$ cat src/rtl/regfile_read_port.sv
// -----------------------------------------------------------------------------
// regfile_read_port
//
// Storage and read side of the 32-entry register file. Holds 32 x DATA_W
// registers written through a one-hot select vector from the write decoder.
// Two read ports return data one clock after a read request.
//
// Write behaviour:
//   - An all-zero wrSel writes nothing.
//   - A one-hot wrSel writes wrData into the selected register.
//   - Selecting ZERO_REG writes nothing and is not an error.
//   - A multi-hot wrSel writes nothing and sets the sticky wrErr flag.
//
// Read behaviour:
//   - A read on the same edge as a legal write returns the incoming wrData
//     (write-first bypass).
//   - Reading ZERO_REG always returns zero.
//
// Ports:
//   clk        in   system clock, rising-edge active
//   reset      in   asynchronous active-low reset (0 = in reset)
//   wrSel      in   32-bit write select, expected all-zero or one-hot
//   wrData     in   DATA_W write data
//   rdReq      in   read request, sampled on the rising edge
//   readReg1   in   5-bit read address, port 1
//   readReg2   in   5-bit read address, port 2
//   rdValid    out  one-cycle pulse following each accepted rdReq
//   readData1  out  registered read data, port 1
//   readData2  out  registered read data, port 2
//   wrErr      out  sticky flag: a non-one-hot wrSel was seen
// -----------------------------------------------------------------------------
module regfile_read_port #(
    parameter int DATA_W   = 64,
    parameter int ZERO_REG = 31
) (
    input  logic              clk,
    input  logic              reset,
    input  logic [31:0]       wrSel,
    input  logic [DATA_W-1:0] wrData,
    input  logic              rdReq,
    input  logic [4:0]        readReg1,
    input  logic [4:0]        readReg2,
    output logic              rdValid,
    output logic [DATA_W-1:0] readData1,
    output logic [DATA_W-1:0] readData2,
    output logic              wrErr
);

    logic [DATA_W-1:0] r_regs [32];

    logic              w_anyHot;
    logic              w_multiHot;
    logic              w_legal;
    logic [31:0]       w_wrEn;
    logic [DATA_W-1:0] w_rd1;
    logic [DATA_W-1:0] w_rd2;

    // Clearing the lowest set bit leaves a nonzero value only when two or
    // more bits are set. This detects multi-hot without a full popcount.
    always_comb begin
        w_anyHot   = |wrSel;
        w_multiHot = |(wrSel & (wrSel - 32'd1));
        w_legal    = w_anyHot & ~w_multiHot;
    end

    // Per-register write enables. ZERO_REG is masked off so it stays at its
    // reset value of zero forever.
    always_comb begin
        w_wrEn = '0;
        for (int i = 0; i < 32; i++) begin
            if (i != ZERO_REG) begin
                w_wrEn[i] = w_legal & wrSel[i];
            end
        end
    end

    // Read mux with write-first bypass. A multi-hot write is never bypassed,
    // because it does not update any register.
    always_comb begin
        w_rd1 = r_regs[readReg1];
        w_rd2 = r_regs[readReg2];
        if (w_wrEn[readReg1]) begin
            w_rd1 = wrData;
        end
        if (w_wrEn[readReg2]) begin
            w_rd2 = wrData;
        end
        if (readReg1 == 5'(ZERO_REG)) begin
            w_rd1 = '0;
        end
        if (readReg2 == 5'(ZERO_REG)) begin
            w_rd2 = '0;
        end
    end

    always_ff @(posedge clk or negedge reset) begin
        if (!reset) begin
            for (int i = 0; i < 32; i++) begin
                r_regs[i] <= '0;
            end
        end else begin
            for (int i = 0; i < 32; i++) begin
                if (w_wrEn[i]) begin
                    r_regs[i] <= wrData;
                end
            end
        end
    end

    // Read data holds its previous value when no read is requested.
    always_ff @(posedge clk or negedge reset) begin
        if (!reset) begin
            rdValid   <= 1'b0;
            readData1 <= '0;
            readData2 <= '0;
        end else begin
            rdValid <= rdReq;
            if (rdReq) begin
                readData1 <= w_rd1;
                readData2 <= w_rd2;
            end
        end
    end

    // The error flag is sticky: only reset clears it.
    always_ff @(posedge clk or negedge reset) begin
        if (!reset) begin
            wrErr <= 1'b0;
        end else if (w_multiHot) begin
            wrErr <= 1'b1;
        end
    end

endmodule

$ cat config.mk
export PLATFORM = sky130hd
export DESIGN_NAME = regfile_read_port
export DESIGN_NICKNAME = d
export VERILOG_FILES = /design/src/rtl/regfile_read_port.sv
export SDC_FILE = /design/constraint.sdc
export NUM_CORES = 2
export LEC_CHECK = 0
export ABC_AREA = 1
export CAP_MARGIN = 20
export CORE_MARGIN = 2
export CORE_UTILIZATION = 30
export DETAILED_ROUTE_END_ITERATION = 10
export PLACE_DENSITY = 0.44
export SLEW_MARGIN = 20
export SYNTH_ARGS = -nofsm -noshare
export SYNTH_HDL_FRONTEND = slang
export SYNTH_SLANG_ARGS = --single-unit
$ cat constraint.sdc
create_clock -name clk -period 2.34 [get_ports clk]
set_input_delay 0.585 -clock clk [delete_from_list [all_inputs] [get_ports clk]]
set_output_delay 0.585 -clock clk [all_outputs]
set_load 0.05 [all_outputs]
* Word level (Yosys, flattened, before mapping) *
Index checks and enable logic that the tools add are counted.

operators by class
  reduce and logical (&&, ||, !) cells = 2
  $add $sub $neg = 1
  shifts and indexed selects = 0
  divide/modulo/power cells = 0
  eq/ne operators = 2
  $lt $le $gt $ge = 4
  multipliers = 0
  bitwise logic cells = 36
  multiplexer cells = 14

operator list
  kind                                                                          count
  64-bit binary-select mux with 5-bit select                                    2
  64-bit 2-to-1 mux                                                             8
  32-bit OR reduction                                                           2
  1-bit AND                                                                     32
  32-bit AND                                                                    1
  32-bit by 1-bit subtractor with 32-bit output, second input constant          1
  6-bit >= comparator, second input constant                                    2
  5-bit by 6-bit less-than comparator with 1-bit output, second input constant  2
  5-bit inverter with 6-bit output                                              2
  1-bit binary-select mux with 5-bit select                                     2
  5-bit equality test, second input constant                                    2
  1-bit 2-to-1 mux                                                              2
  1-bit inverter                                                                1

word-level totals
  output and inout bits = 130
  input port bits = 109
  register bits = 2114
  memories kept = 0
  memory bits (writable) = 0
  ROM bits = 0
  latch bits = 0

* Depth between registers and ports, before layout *
  word-level depth = 10
  gate-level depth with buffers = 24
  depth with buffers taken out = 21

* Worst setup path after synthesis *
Ideal clock, no wire load.

  kind = input -> register
  from = input wrSel[3]
  to = register readData1[23]
  data required time = 2222 ps
  path slack = -597 ps
  data arrival time = 2819 ps
  setup time = 118 ps
  stages on the path = 24
  cells stage by stage = buf_2 > nor2_1 > nand2_1 > nor2_4 > nand2_1 > nand2_1 > nand2_1 > nor2_1 > nand2_1 > nor2_1 > nand2_1 > nor2_4 > buf_6 > nand3_2 > nand2_1 > nand3_1 > nand2_1 > nand3_1 > nand3_1 > buf_4 > clkbuf_4 > nand3_1 > nand3_1 > nand2_1

between the ends
  cells in the longest elaborated chain, start to end = 10
  elaborated cells between the ends (all ways) = 41
  those cells by class = add/sub: 1; mux: 4; bitwise: 34; reduce/logical: 2

ends and longest elaborated chain
  what                                           RTL line  source
  from (decl)                                    38        input logic [31:0] wrSel,
  32-bit by 1-bit subtractor with 32-bit output  62        w_multiHot = |(wrSel & (wrSel - 32'd1));
  32-bit AND                                     62
  32-bit OR reduction                            62
  1-bit inverter                                 63        w_legal = w_anyHot & ~w_multiHot;
  1-bit AND                                      63
  1-bit AND                                      72        w_wrEn[i] = w_legal & wrSel[i];
  1-bit binary-select mux with 5-bit select (*)  82        if (w_wrEn[readReg1]) begin
  1-bit 2-to-1 mux (not written as such) (*)     82
  64-bit 2-to-1 mux (*)                          82
  64-bit 2-to-1 mux (*)                          88        if (readReg1 == 5'(ZERO_REG)) begin
  to (signal assigned)                           119       readData1 <= w_rd1;
  to (decl)                                      44        output logic [DATA_W-1:0] readData1,

Mark *: on every way between the ends. The rest lies on a longest branch, timed or not. The select of a mux whose other input is x is not followed.
A chain may end at the register's enable or synchronous reset.

* Final worst setup path *
  from = input wrSel[24]
  to = register readData1[58]

The elaborated chain is that of the path after synthesis.

==> results.sh <==
export IMPL_postSynth_asyncResetShare_pct=100
export IMPL_fin_tns_setup_ns=-318.69
export IMPL_vdd_drop_max_mv=0.510
export IMPL_synth_xor_area_share_pct=0
export IMPL_placed_area_sq_um=126000
export IMPL_clkSlewWorstSetupHoldPaths_ns=0.07
export IMPL_syn_cell_area_sq_um=109000
export IMPL_regToRegEndpoint="readData1[50]$_DFFE_PN0P_"
export IMPL_drive_gt1_share_pct=15.3
export IMPL_gr_total_overflow=0
export IMPL_tightest_slew_ns=1.23
export IMPL_post_route_min_period_ns=2.87
export IMPL_ys_warn_count=0
export IMPL_r2r_start="r_regs[434]$_DFFE_PN0P_"
export IMPL_status="finished, violations left"
export IMPL_synthCells=13700
export IMPL_fin_skew_ns=0.0481
export IMPL_drt_iter0_markers=15200
export IMPL_cts_tree="done"
export IMPL_synth_cell_types=44
export IMPL_clock_sink_count=2114
export IMPL_place_congestion=0.921
export IMPL_synth_top_family_by_area="compound AO/OA/AOI/OAI gates"
export IMPL_vias_per_cell=5.91
export IMPL_yosys_mux_area_fraction_pct=0
export IMPL_ant_nets=0
export IMPL_grt_pass1_vias=108000
export IMPL_hold_class="in2async"
export IMPL_syn_num_nets=13800
export IMPL_synth_simple_gate_area_share_pct=17.5
export IMPL_die_w_um=606
export IMPL_die_area_sq_um=367000
export IMPL_htree_levels=5
export IMPL_clock_latency_ns=0.91
export IMPL_drc_errors=0
export IMPL_hold_slack_ns=0.228
export IMPL_rows=221
export IMPL_yosys_area_share_adder_pct=0
export IMPL_power_leakage_uw=0.0576
export IMPL_setup_slack_ns=-0.533
export IMPL_final_cell_area_sq_um=137000
export IMPL_synth_compound_area_share_pct=27.5
export IMPL_dr_total_vias=113000
export IMPL_slowest_stage="clkdlybuf4s15_2"
export IMPL_grt_pass1_wl_mm=827
export IMPL_cp_num_buf_inv=8
export IMPL_grtUsageTotal_pct=30.8
export IMPL_p_total_uw=93800
export IMPL_period_share_pct=123
export IMPL_fill_cells=36900
export IMPL_cp_required_ns=3.18
export IMPL_synth_edf_count=0
export IMPL_clock_fmax_mhz=348
export IMPL_start_util_pct=30.1
export IMPL_routed_wl_mm=582
export IMPL_setup_violations=1605
export IMPL_clockRootBuffer="clkbuf_16"
export IMPL_rsz0062_at_grt="true"
export IMPL_area_growth_pct=25.7
export IMPL_die_h_um=606
export IMPL_r2r_slack_ns=-0.12
export IMPL_max_cap_violations=0
export IMPL_synth_main_ff_cell="dfrtp_1"
export IMPL_firstDrtPassIters=7
export IMPL_slowest_delay_ns=0.22
export IMPL_port_buffers=238
export IMPL_finalMaxSlewViolations=0
export IMPL_path_class="in2reg"
export IMPL_failed_checks="negative setup slack"
export IMPL_hold_violations=0
export IMPL_grt_max_degree=123
export IMPL_finalNonFillerCells=19100
export IMPL_relSlewSlack_pct=18.3
export IMPL_fin_nets=14200
export IMPL_postSynthAreaPerCell_sq_um=7.93
export IMPL_dp_cells=18600
export IMPL_reg2reg_depth=9
export IMPL_cp_common_cell="nand2_1"
export IMPL_numCtsBuffers=266
export IMPL_core_sq_um=362000
export IMPL_dp_hpwl_mm=368
export IMPL_startpoint_type="input pin"
export IMPL_num_io_pins=239
export IMPL_seq_area_frac_synth_pct=48.6
export IMPL_end_kind="register"
export IMPL_critPathArrivalTime_ns=3.71
export IMPL_power_density_nw_per_um2=686
export IMPL_wire_per_inst_um=30.4
export IMPL_crit_family="simple AND/OR/NAND/NOR gates"
export IMPL_cts_buffer_depth=4
export IMPL_antenna_found_initial=39
export IMPL_cp_max_fo=6
export IMPL_ys_ff_latch=2114
==> final cells by class <==
cell class / instances / area (sq um) / share of cell area (%)
tap: 4794 / 6000 / 4.39
inverter: 356 / 1430 / 1.04
clock inverter: 64 / 666 / 0.487
multi-input combinational: 9790 / 50300 / 36.8
antenna: 12 / 30.0 / 0.0220
sequential: 2114 / 52900 / 38.7
clock buffer: 396 / 7950 / 5.81
timing repair buffer: 1584 / 17500 / 12.8
==> through the flow <==
stage | worst slack (ns) | util [%]
2_1_floorplan | -0.573 | -
6_report | -0.533 | 37.8
3_3_place_gp | -2.20 | 34.8
4_1_cts | -0.413 | 37.7
3_5_place_dp | -2.09 | 34.8
5_1_grt | -0.664 | 37.8
==> cells by family (layout without fill, tap and decap cells) <==
family,Yosys count,in the layout
flip-flops,2114,2114
other,0,12
AND/OR/NAND/NOR,4792,4793
buffers and inverters,1806,2400
AO/OA/AOI/OAI,4997,4997
==> synthesized netlist by cell type, drive strengths merged (45+ instances only) <==
cell type | instances | area (sq um)
a211o | 46 | 403
inv | 352 | 1320
a32oi | 45 | 394
o221ai | 601 | 5260
o211ai | 165 | 1240
o31ai | 48 | 360
a211oi | 228 | 1710
a21oi | 750 | 3750
dfrtp | 2114 | 52900
clkbuf | 1336 | 5030
o22ai | 212 | 1330
buf | 114 | 559
o21ai | 2573 | 12900
or2 | 51 | 319
nor2 | 509 | 1930
nand2 | 3588 | 13500
o311ai | 104 | 911
o2111ai | 60 | 526
nand3 | 614 | 3120
a31oi | 120 | 751
==> registers in the layout (all words and copies together) (netlist names) <==
register	count
readData1	64
readData2	64
wrErr	1
rdValid	1
r_regs	1984
==> cell usage in the layout, fill, tap and decap left out, types with 21 or more instances in the layout <==
cell	synthesis	layout
a32oi_1	45	45
nand2_1	3583	3518
dlygate4sd2_1	0	45
inv_1	348	338
o2111ai_1	60	60
a21oi_1	750	750
clkbuf_16	0	277
nor2_1	505	462
clkinv_2	0	34
a31oi_1	120	118
nor2_4	2	26
buf_16	0	22
buf_12	0	362
o31ai_1	48	48
a211o_1	46	46
nand2_2	5	49
buf_4	26	982
o211ai_1	165	165
buf_6	2	30
o21ai_0	2565	2559
clkbuf_1	1333	59
o22ai_1	212	212
clkbuf_8	0	65
o311ai_0	104	103
nand2_4	0	21
o221ai_1	601	601
or2_2	51	51
nor2_2	2	21
nand3_4	0	28
clkdlybuf4s15_2	0	37
a211oi_1	228	228
dfrtp_1	2114	2114
nand3_1	604	495
clkdlybuf4s50_1	0	66
nand3_2	10	91
==> power by group <==
| group | leakage, uW | internal (uW) | total, uW | switching (uW) |
|---|---|---|---|---|
| sequential | 0.0293 | 36900 | 37500 | 577 |
| combinational | 0.0240 | 4620 | 14600 | 9970 |
| clock | 0.00424 | 24200 | 41800 | 17600 |
| total | 0.0576 | 65700 | 93800 | 28100 |
==> worst register-to-register path, cell delays in order, from the launching register on <==
cell,delay (ns)
dfrtp_1,0.40
a21oi_1,0.14
o21ai_0,0.08
o21ai_0,0.11
o311ai_0,0.15
buf_4,0.17
a32oi_1,0.95
nand2_1,0.17
nand3_2,0.12
nand2_1,0.05
==> worst max-delay path by stage <==
stage | slack, ns | end | startpoint | cells after the start
global placement | -2.20 | readData2[62]$_DFFE_PN0P_ | readReg2[1] | 14
CTS | -0.41 | readData1[42]$_DFFE_PN0P_ | wrSel[1] | 26
finish | -0.53 | readData1[58]$_DFFE_PN0P_ | wrSel[24] | 27
floorplan | -0.57 | readData2[62]$_DFFE_PN0P_ | wrSel[3] | 22
detailed placement | -2.09 | r_regs[283]$_DFFE_PN0P_ | wrSel[4] | 13
global route | -0.66 | readData1[34]$_DFFE_PN0P_ | wrSel[3] | 27
==> metal layers <==
| metal | share of wire, % | vias to the layer above | wire length (um) | GRT usage [%] |
|---|---|---|---|---|
| li1 | - | 49000 | - | - |
| met1 | 42 | 56300 | 242000 | 41.3 |
| met2 | 44 | 6310 | 259000 | 47.9 |
| met3 | 8.5 | 1364 | 49400 | 5.46 |
| met4 | 5.5 | 24 | 31800 | 14.8 |
| met5 | 0.028 | - | 162 | 0 |
==> what timing repair did <==
item,in CTS,in global routing
hold endpoints to repair,145,0
buffers inserted,46,2
pin swaps,143,41
gates cloned,19,5
endpoints found under the setup margin,2199,2040
resized for setup,532,54
hold buffers,1,0
Note: power is estimated with default switching activity, not from simulation.
